===== src/rtl/jtag_user_io_shifter.sv =====
// Byte-per-bit JTAG shifter: one command byte becomes one TCK pulse, TDO optionally returned.
// Bit takes 2*TCK_DIV cycles; capture bits stall in RSP until rsp_ready; disable aborts at once.
module jtag_user_io_shifter #(
  parameter int unsigned TCK_DIV = 2
) (
  input  logic       clk,
  input  logic       reset_n,
  input  logic       enable_user_jtag_io,
  input  logic       cmd_valid,
  input  logic [7:0] cmd_data,
  output logic       cmd_ready,
  output logic       rsp_valid,
  output logic [7:0] rsp_data,
  input  logic       rsp_ready,
  output logic       jtag_tck,
  output logic       jtag_tms,
  output logic       jtag_tdi,
  input  logic       jtag_tdo,
  output logic       jtag_oe,
  output logic       busy
);

  localparam logic [7:0] CNT_RELOAD = 8'(TCK_DIV - 1);

  typedef enum logic [1:0] {IDLE, LOW, HIGH, RSP} state_e;

  state_e     state_q, state_d;
  logic [7:0] cnt_q, cnt_d;
  logic       tck_q, tck_d;
  logic       tms_q, tms_d;
  logic       tdi_q, tdi_d;
  logic       cap_q, cap_d;
  logic       rsp_vld_q, rsp_vld_d;
  logic       tdo_q, tdo_d;
  logic       oe_q, oe_d;

  logic unused_rsvd;
  assign unused_rsvd = ^cmd_data[7:3];

  always_comb begin
    state_d   = state_q;
    cnt_d     = cnt_q;
    tck_d     = tck_q;
    tms_d     = tms_q;
    tdi_d     = tdi_q;
    cap_d     = cap_q;
    rsp_vld_d = rsp_vld_q;
    tdo_d     = tdo_q;
    oe_d      = enable_user_jtag_io;
    // Disable overrides everything, including a response handshake this cycle.
    if (!enable_user_jtag_io) begin
      state_d   = IDLE;
      cnt_d     = 8'd0;
      tck_d     = 1'b0;
      tms_d     = 1'b1;
      tdi_d     = 1'b0;
      rsp_vld_d = 1'b0;
    end else begin
      case (state_q)
        IDLE: begin
          if (cmd_valid) begin
            tms_d   = cmd_data[0];
            tdi_d   = cmd_data[1];
            cap_d   = cmd_data[2];
            tck_d   = 1'b0;
            cnt_d   = CNT_RELOAD;
            state_d = LOW;
          end
        end
        LOW: begin
          if (cnt_q != 8'd0) begin
            cnt_d = cnt_q - 8'd1;
          end else begin
            tck_d   = 1'b1;
            tdo_d   = jtag_tdo;
            cnt_d   = CNT_RELOAD;
            state_d = HIGH;
          end
        end
        HIGH: begin
          if (cnt_q != 8'd0) begin
            cnt_d = cnt_q - 8'd1;
          end else begin
            tck_d = 1'b0;
            if (cap_q) begin
              rsp_vld_d = 1'b1;
              state_d   = RSP;
            end else begin
              state_d = IDLE;
            end
          end
        end
        RSP: begin
          if (rsp_ready) begin
            rsp_vld_d = 1'b0;
            state_d   = IDLE;
          end
        end
        default: state_d = IDLE;
      endcase
    end
  end

  always_ff @(posedge clk or negedge reset_n) begin
    if (!reset_n) begin
      state_q   <= IDLE;
      cnt_q     <= 8'd0;
      tck_q     <= 1'b0;
      tms_q     <= 1'b1;
      tdi_q     <= 1'b0;
      cap_q     <= 1'b0;
      rsp_vld_q <= 1'b0;
      tdo_q     <= 1'b0;
      oe_q      <= 1'b0;
    end else begin
      state_q   <= state_d;
      cnt_q     <= cnt_d;
      tck_q     <= tck_d;
      tms_q     <= tms_d;
      tdi_q     <= tdi_d;
      cap_q     <= cap_d;
      rsp_vld_q <= rsp_vld_d;
      tdo_q     <= tdo_d;
      oe_q      <= oe_d;
    end
  end

  assign cmd_ready = (state_q == IDLE) && enable_user_jtag_io;
  assign busy      = (state_q != IDLE);
  assign rsp_valid = rsp_vld_q;
  assign rsp_data  = {7'b0, tdo_q};
  assign jtag_tck  = tck_q;
  assign jtag_tms  = tms_q;
  assign jtag_tdi  = tdi_q;
  assign jtag_oe   = oe_q;

endmodule


===== config.mk =====
export PLATFORM = sky130hd
export DESIGN_NAME = jtag_user_io_shifter
export DESIGN_NICKNAME = d
export VERILOG_FILES = /design/src/rtl/jtag_user_io_shifter.sv
export SDC_FILE = /design/constraint.sdc
export NUM_CORES = 1
export LEC_CHECK = 0
export CAP_MARGIN = 20
export CORE_ASPECT_RATIO = 0.9
export CORE_UTILIZATION = 35
export CTS_BUF_LIST = sky130_fd_sc_hd__clkbuf_4 sky130_fd_sc_hd__clkbuf_8
export DETAILED_ROUTE_END_ITERATION = 8
export PLACE_DENSITY = 0.66
export SLEW_MARGIN = 5
export SYNTH_ARGS = -nofsm -noshare
export SYNTH_HDL_FRONTEND = slang
export SYNTH_SLANG_ARGS = --single-unit

===== constraint.sdc =====
create_clock -name clk -period 2.2 [get_ports clk]
set_clock_uncertainty 0.1 [all_clocks]
set_input_delay 0.33 -clock clk [delete_from_list [all_inputs] [get_ports clk]]
set_output_delay 0.33 -clock clk [all_outputs]
set_load 0.05 [all_outputs]

==> results of run 1 <==
==> worst register-to-register path, stage by stage, from the launching register on <==
cell	delay, ps
dfrtp_1	400
inv_2	80
ha_4	280
mux2i_1	110
and2_2	250
buf_4	180
or4_1	500
a21oi_1	160
==> layout make-up <==
class	count	area share (%)
multi-input cells	90	43.0
flip-flops and latches	17	29.2
repair buffers	31	20.1
clock buffers	4	2.06
inverters	8	2.06
well taps	42	3.60
==> flip-flops by register name, summed over array words and instances, names as in the netlist <==
name       count
cap_q          1
jtag_tms       1
rsp_valid      1
jtag_tck       1
cnt_q          8
jtag_oe        1
jtag_tdi       1
tdo_q          1
state_q        2
==> final timing paths <==
path	end	depth (start not counted)	start	slack, ps
max in group asynchronous	jtag_tms	2	reset_n	1500
worst max register to register	cnt_q[4]	7	state_q[1]	70
worst max-delay path	cnt_q[4]	7	state_q[1]	70
worst min register to register	jtag_tms	2	jtag_tms	410
worst min-delay path	jtag_tdi	2	reset_n	250
min in group clk	jtag_tms	2	jtag_tms	410
==> logic make-up (layout without fill, tap and decap cells) <==
kind of cell,Yosys count,in the layout
other,1,7
AND/OR/NAND/NOR,38,38
buffers and inverters,22,43
adder cells (fa/ha/maj),7,7
AO/OA/AOI/OAI,35,35
flip-flops,17,17
multiplexers,3,3
==> cells in the final DEF, fill, tap and decap left out, types with 2 or more instances in the layout <==
cell type	count
inv_2	2
clkdlybuf4s50_1	14
ha_1	6
o31ai_1	6
or4_1	5
conb_1	7
or3_1	5
clkbuf_4	4
dfrtp_1	16
a2bb2oi_1	2
buf_4	15
nand3_1	6
buf_12	2
a31oi_1	2
o21ai_0	6
nand2_1	7
o41ai_1	2
nor2_1	3
a311oi_1	2
mux2_2	2
inv_1	6
a21oi_1	13
==> per-layer routing <==
| layer | up-vias | GRT usage, % | part of all wire [%] |
|---|---|---|---|
| li1 | 494 | - | - |
| met1 | 511 | 20.2 | 45 |
| met2 | 28 | 27.8 | 51 |
| met3 | 2 | 2.79 | 3.0 |
| met4 | 0 | 3.81 | 0.80 |
| met5 | - | 0 | 0 |
==> power by group through the flow <==
stage               clock, mW  sequential (mW)  combinational (mW)
finish                  0.185            0.555                1.59
global route            0.203            0.571                1.74
CTS                     0.188            0.545                1.47
detailed placement          0            0.554                1.45
global placement            0            0.542                1.39
floorplan                   0            0.585               0.985
==> cells in the mapped netlist (2+ instances only) <==
cell	number
dfrtp_1	16
a21oi_1	13
buf_4	8
inv_1	8
ha_1	7
nand2_1	7
nand3_1	6
o21ai_0	6
o31ai_1	6
or3_1	5
or4_1	5
clkbuf_1	4
nor2_1	4
a2bb2oi_1	2
a311oi_1	2
a31oi_1	2
mux2_2	2
o41ai_1	2
==> metrics by stage <==
stage          setup WS [ps]  instances
6_report                65.8        192
5_1_grt                 29.3        192
4_1_cts                 7.09        191
3_5_place_dp            13.4        186
3_3_place_gp            64.8        186
2_1_floorplan           89.9        129
==> repair_timing <==
action / CTS / global route
setup buffers: 1 / 1
endpoints found under the setup margin: 1 / 7
gates resized for setup: 0 / 7
==> impl_table.tex, run 1 <==
\begin{tabular}{lr}
\hline
Metric & Value \\
\hline
\multicolumn{2}{l}{\textbf{Synthesis}} \\
Main combinational cell family by area after synthesis & simple AND/OR/NAND/NOR gates \\
Synth Instances & 123 \\
Synthesized flop and latch total & 17 \\
Ranking of synthesized cells by area & dfrtp\_1, ha\_1, a21oi\_1, buf\_4, o31ai\_1 \\
Post-synth cell types & 36 \\
Synth area leader & dfrtp\_1 \\
Post-synth ARST share & 100\% \\
Compound-Gate Fraction of Synth Area & 19.6\% \\
Yosys top cell area share & 35.8\% \\
Predominant post-synthesis flop cell & dfrtp\_1 \\
Number of enable flip-flop cells after synthesis & 0 \\
Synth Area in Simple Gates & 20.4\% \\
Yosys Warn Count & 0 \\
Netlist area before placement & 0.00112 mm² \\
Fraction of the yosys area taken by sequential cells & 38.1\% \\
Proportion of synthesized area in mux cells & 2.91\% \\
Post-Synth XOR/XNOR Area & 0\% \\
Average cell area after synthesis & 9.10 µm² \\
Synth Area in Adders & 7.82\% \\
\multicolumn{2}{l}{\textbf{Worst setup path}} \\
Required @ worst endpoint & 2320 ps \\
Highest cell delay on the worst timing path & 500 ps \\
Cell chain of the critical path & inv\_2 -> ha\_4 -> mux2i\_1 -> and2\_2 -> buf\_4 -> or4\_1 -> a21oi\_1 \\
Critical Path Slowest Stage Cell & or4\_1 \\
Signal arrival time at the worst endpoint & 2250 ps \\
CP endpoint kind & flip-flop \\
Crit path launch type & flip-flop \\
Max Fanout on Critical Path & 12 \\
Count of buffer and inverter cells on the critical path & 2 \\
Critical setup path kind & flip-flop to flip-flop \\
Cell family with most CP delay & simple AND/OR/NAND/NOR gates \\
\multicolumn{2}{l}{\textbf{Timing}} \\
Setup TNS & 0 ps \\
Post-route minimum period & 2130 ps \\
Final setup vio count & 0 \\
Number of max-slew violations in the final report & 0 \\
Worst-margin pin slew & 502 ps \\
Max transition margin & 66.4\% \\
Count of endpoints failing hold in the final timing report & 0 \\
Final worst hold slack & 252 ps \\
Unrepaired setup endpoints after global routing & no \\
Period utilization & 97.0\% \\
FMAX & 469 MHz \\
\multicolumn{2}{l}{\textbf{Clock network}} \\
TritonCTS clock tree & built \\
Sink count of the clock tree & 17 \\
Clock transition at the registers of the reported paths & 110 ps \\
H-Tree Depth & 1 \\
Number of buffers added by the clock tree synthesis step & 3 \\
Clock root cell & clkbuf\_4 \\
Maximum buffer depth of the clock tree & 2 \\
Hold-fix buffers at CTS & 0 \\
Worst-Skew Late Latency & 290 ps \\
\multicolumn{2}{l}{\textbf{Layout}} \\
Area of the multi-input gates & 628 µm² \\
Flip-flop and latch area & 427 µm² \\
Post-route cell area & 0.00146 mm² \\
Syn-to-layout area delta & 30.4\% \\
Total of fill cells in the finished design & 281 \\
Antenna diode count & 0 \\
Share of layout cells above drive strength 1 & 23.3\% \\
Final net count & 172 \\
End-of-flow core utilization & 48.0\% \\
\multicolumn{2}{l}{\textbf{Global routing}} \\
Final global-route overflow total & 0 \\
Total global-route track usage & 16.1\% \\
Initial antenna violation count & 0 \\
Via count of the first global-routing pass & 957 \\
Pin count of the biggest net entering global routing & 18 \\
Global-route wire length before repair & 4260 µm \\
\multicolumn{2}{l}{\textbf{Pwr}} \\
Internal power summed over all cells & 1.24 mW \\
Static leakage power & 0.657 nW \\
Switching share of power & 46.7\% \\
Switching component of the power & 1.09 mW \\
Post-layout total power & 2.33 mW \\
Worst supply voltage drop on vdd & 0.411 mV \\
Reg power frac & 23.8\% \\
Combinational Power Share & 68.3\% \\
Clock share of power & 8.0\% \\
Power density of the placed cells & 1600 mW/mm² \\
\multicolumn{2}{l}{\textbf{Place}} \\
RePlAce Congestion & 0.843 \\
Final HPWL DP & 1920 µm \\
Standard cell area after detailed placement & 0.00138 mm² \\
Number of port buffers & 16 \\
\multicolumn{2}{l}{\textbf{Drt}} \\
First DRT Iteration DRCs & 48 \\
Vias per inst & 5.39 \\
DRC & 0 \\
Number of vias after detailed routing & 1035 \\
Routed Antenna Nets & 0 \\
Post-Route WL & 2610 µm \\
Routed wire per std cell & 13.6 µm \\
First-pass iteration count of the detailed router & 5 \\
\multicolumn{2}{l}{\textbf{Outcome}} \\
Outcome & finished, final reports clean \\
\multicolumn{2}{l}{\textbf{Die}} \\
Number of cell rows & 19 \\
Initial core utilization & 36.8\% \\
Total Die Area & 0.00343 mm² \\
Number of primary I/O pins & 29 \\
DIE HEIGHT & 55.7 µm \\
Placeable core area & 0.00304 mm² \\
Die W & 61.6 µm \\
\multicolumn{2}{l}{\textbf{Worst hold path}} \\
Hold Path Class & primary input to asynchronous set/reset pin \\
\multicolumn{2}{l}{\textbf{Run}} \\
Number of max-cap violations & 0 \\
\hline
\end{tabular}
Note: power is estimated with default switching activity, not from simulation.
==> inputs of run 2 (changes only) <==
--- a/config.mk
+++ b/config.mk
@@ -10,6 +10,7 @@
 export CORE_UTILIZATION = 35
 export CTS_BUF_LIST = sky130_fd_sc_hd__clkbuf_4 sky130_fd_sc_hd__clkbuf_8
 export DETAILED_ROUTE_END_ITERATION = 8
+export GPL_ROUTABILITY_DRIVEN = 0
 export PLACE_DENSITY = 0.66
 export SLEW_MARGIN = 5
 export SYNTH_ARGS = -nofsm -noshare
==> constraint.sdc (replaced) <==
create_clock -name clk -period 2.2 [get_ports clk]
set_clock_uncertainty 0.1 [all_clocks]
set_input_delay 0.22 -clock clk [delete_from_list [all_inputs] [get_ports clk]]
set_output_delay 0.22 -clock clk [all_outputs]
set_load 0.05 [all_outputs]
==> run 2 against run 1 <==
Net effect: sequential share of layout area is 0.075 points higher; fmax is 2.6% higher; routed wire length is 7.2% lower; global-route usage is 0.74 points lower; hold slack worse by 130 ps; non-clock buffer count is 1 lower; sequential power is 0.7% lower; critical path depth stayed put; worst setup slack better by 54 ps; critical endpoint unchanged.
==> impl_table.tex, run 2 (same netlist as run 1, synthesis figures left out) <==
\begin{tabular}{lr}
\hline
Metric & Value \\
\hline
\multicolumn{2}{l}{\textbf{Die}} \\
Initial core utilization & 36.8\% (unchanged) \\
Total Die Area & 0.00343 mm² (unchanged) \\
Die W & 61.6 µm (unchanged) \\
Number of cell rows & 19 (unchanged) \\
Placeable core area & 0.00304 mm² (unchanged) \\
DIE HEIGHT & 55.7 µm (unchanged) \\
Number of primary I/O pins & 29 (unchanged) \\
\multicolumn{2}{l}{\textbf{Timing}} \\
Max transition margin & 66.6\% (+0.20 points) \\
Count of endpoints failing hold in the final timing report & 0 (unchanged) \\
Setup TNS & 0 ps (unchanged) \\
Period utilization & 94.5\% (-2.5 points) \\
FMAX & 481 MHz (+2.6\%) \\
Number of max-slew violations in the final report & 0 (unchanged) \\
Post-route minimum period & 2080 ps (-54.3 ps) \\
Worst-margin pin slew & 499 ps (-2.97 ps) \\
Unrepaired setup endpoints after global routing & no \\
Final setup vio count & 0 (unchanged) \\
Final worst hold slack & 123 ps (-129 ps) \\
\multicolumn{2}{l}{\textbf{Clock network}} \\
Sink count of the clock tree & 17 (unchanged) \\
Number of buffers added by the clock tree synthesis step & 3 (unchanged) \\
Worst-Skew Late Latency & 310 ps (+20 ps) \\
Clock root cell & clkbuf\_4 \\
H-Tree Depth & 1 (unchanged) \\
TritonCTS clock tree & built \\
Clock transition at the registers of the reported paths & 100 ps (about the same) \\
Hold-fix buffers at CTS & 0 (unchanged) \\
Maximum buffer depth of the clock tree & 2 (unchanged) \\
\multicolumn{2}{l}{\textbf{Worst setup path}} \\
CP endpoint kind & flip-flop \\
Highest cell delay on the worst timing path & 510 ps (about the same) \\
Required @ worst endpoint & 2340 ps (+20 ps) \\
Cell family with most CP delay & simple AND/OR/NAND/NOR gates \\
Count of buffer and inverter cells on the critical path & 2 (unchanged) \\
Signal arrival time at the worst endpoint & 2220 ps (-30 ps) \\
Max Fanout on Critical Path & 13 (+1) \\
Critical Path Slowest Stage Cell & or4\_1 \\
Cell chain of the critical path & inv\_1 -> ha\_4 -> mux2i\_2 -> and2\_4 -> buf\_4 -> or4\_1 -> a21oi\_1 \\
Critical setup path kind & flip-flop to flip-flop \\
Crit path launch type & flip-flop \\
\multicolumn{2}{l}{\textbf{Pwr}} \\
Static leakage power & 0.651 nW (-0.81\%) \\
Worst supply voltage drop on vdd & 0.439 mV (+6.8\%) \\
Post-layout total power & 2.29 mW (-2.0\%) \\
Power density of the placed cells & 1570 mW/mm² (-1.8\%) \\
\multicolumn{2}{l}{\textbf{Layout}} \\
Syn-to-layout area delta & 30.1\% \\
Max FFs per register & 8 (unchanged) \\
Most frequent standard cell in the layout excluding fill and tap cells & dfrtp\_1 \\
Area of the multi-input gates & 644 µm² (+2.6\%) \\
Share of layout cells above drive strength 1 & 23.5\% (+0.16 points) \\
Total of fill cells in the finished design & 301 (+7.1\%) \\
Post-route cell area & 0.00146 mm² (-0.26\%) \\
Antenna diode count & 0 (unchanged) \\
Flip-flop and latch area & 427 µm² (unchanged) \\
Biggest regs & cnt\_q (8), state\_q (2) \\
Final cell count without fillers & 191 (-0.52\%) \\
Register with the most flip-flops & cnt\_q \\
Final net count & 171 (-0.58\%) \\
Leading cell types in the layout, fill and taps excluded & dfrtp\_1, buf\_4, clkdlybuf4s50\_1 \\
\multicolumn{2}{l}{\textbf{Drt}} \\
Post-Route WL & 2420 µm (-7.2\%) \\
First-pass iteration count of the detailed router & 6 (+1) \\
Routed Antenna Nets & 0 (unchanged) \\
Vias per inst & 5.41 (+0.33\%) \\
Routed wire per std cell & 12.7 µm (-6.8\%) \\
Number of vias after detailed routing & 1033 (-0.19\%) \\
DRC & 0 (unchanged) \\
First DRT Iteration DRCs & 42 (-13\%) \\
\multicolumn{2}{l}{\textbf{Global routing}} \\
Initial antenna violation count & 0 (unchanged) \\
Via count of the first global-routing pass & 917 (-4.2\%) \\
Total global-route track usage & 15.3\% (-0.74 points) \\
Pin count of the biggest net entering global routing & 18 (unchanged) \\
Final global-route overflow total & 0 (unchanged) \\
Global-route wire length before repair & 3990 µm (-6.3\%) \\
\multicolumn{2}{l}{\textbf{Place}} \\
Total instance count after detailed placement & 185 (-0.54\%) \\
Standard cell area after detailed placement & 0.00136 mm² (-1.4\%) \\
Final HPWL DP & 1800 µm (-6.2\%) \\
Number of port buffers & 16 (unchanged) \\
\multicolumn{2}{l}{\textbf{Outcome}} \\
Outcome & finished, final reports clean \\
\multicolumn{2}{l}{\textbf{Run}} \\
Number of max-cap violations & 0 (unchanged) \\
\multicolumn{2}{l}{\textbf{Worst hold path}} \\
Hold Path Class & primary input to asynchronous set/reset pin \\
\hline
\end{tabular}
-- run 2: cell count changes in the layout (fill, tap and decap cells not counted), sizes merged --
cell,change
buf,-1
-- run 2: area by class of cell --
cell class                 instances  share of cell area, %
multi-input combinational         90                   44.2
timing repair buffer              30                   18.7
clock buffer                       4                   2.06
inverter                           8                   2.06
tap                               42                   3.61
sequential                        17                   29.3
-- run 2: worst paths after layout --
| check | endpoint | cells after the start | slack (ps) | start |
|---|---|---|---|---|
| hold / removal | tdo_q | 2 | 120 | reset_n |
| setup reg to reg | cnt_q[4] | 7 | 120 | state_q[0] |
| min in group clk | jtag_tms | 3 | 370 | cmd_data[0] |
| setup / recovery | cnt_q[4] | 7 | 120 | state_q[0] |
| hold reg to reg | jtag_tms | 2 | 390 | jtag_tms |
| max in group asynchronous | jtag_tms | 2 | 1620 | reset_n |
-- run 2: timing repair --
action                                  in CTS  in global routing
endpoints found under the setup margin       2                 10
setup buffers                                0                  2
hold endpoints to repair                     0                  0
gates cloned                                 0                  0
gates resized for setup                      1                  8
-- run 2: metrics by stage --
step | utilization [%] | setup WS [ps]
5_1_grt | 47.9 | 24.7
3_5_place_dp | 44.8 | 21.6
6_report | 47.9 | 120
4_1_cts | 45.9 | 2.68
2_1_floorplan | - | 89.9
3_3_place_gp | 44.8 | 95.7
-- run 2: routing by layer --
layer	routed length (µm)	GRT usage, %	part of all wire [%]
met5	0	0	0
met4	60	9.21	2.5
met3	83	1.63	3.4
met2	1190	23.3	49
met1	1090	20.4	45
-- run 2: power breakdown --
group          switching [mW]  internal, mW  leakage [nW]
Combinational           0.844         0.700         0.412
Clock                   0.107        0.0833        0.0184
Sequential              0.119         0.432         0.221
==> inputs of run 3 (changes only) <==
--- a/config.mk
+++ b/config.mk
@@ -12,7 +12,6 @@
 export DETAILED_ROUTE_END_ITERATION = 8
 export GPL_ROUTABILITY_DRIVEN = 0
 export PLACE_DENSITY = 0.66
-export SLEW_MARGIN = 5
 export SYNTH_ARGS = -nofsm -noshare
 export SYNTH_HDL_FRONTEND = slang
 export SYNTH_SLANG_ARGS = --single-unit
==> results of run 3 <==
The final DEF is identical to that of run 2; final timing and power are the same.
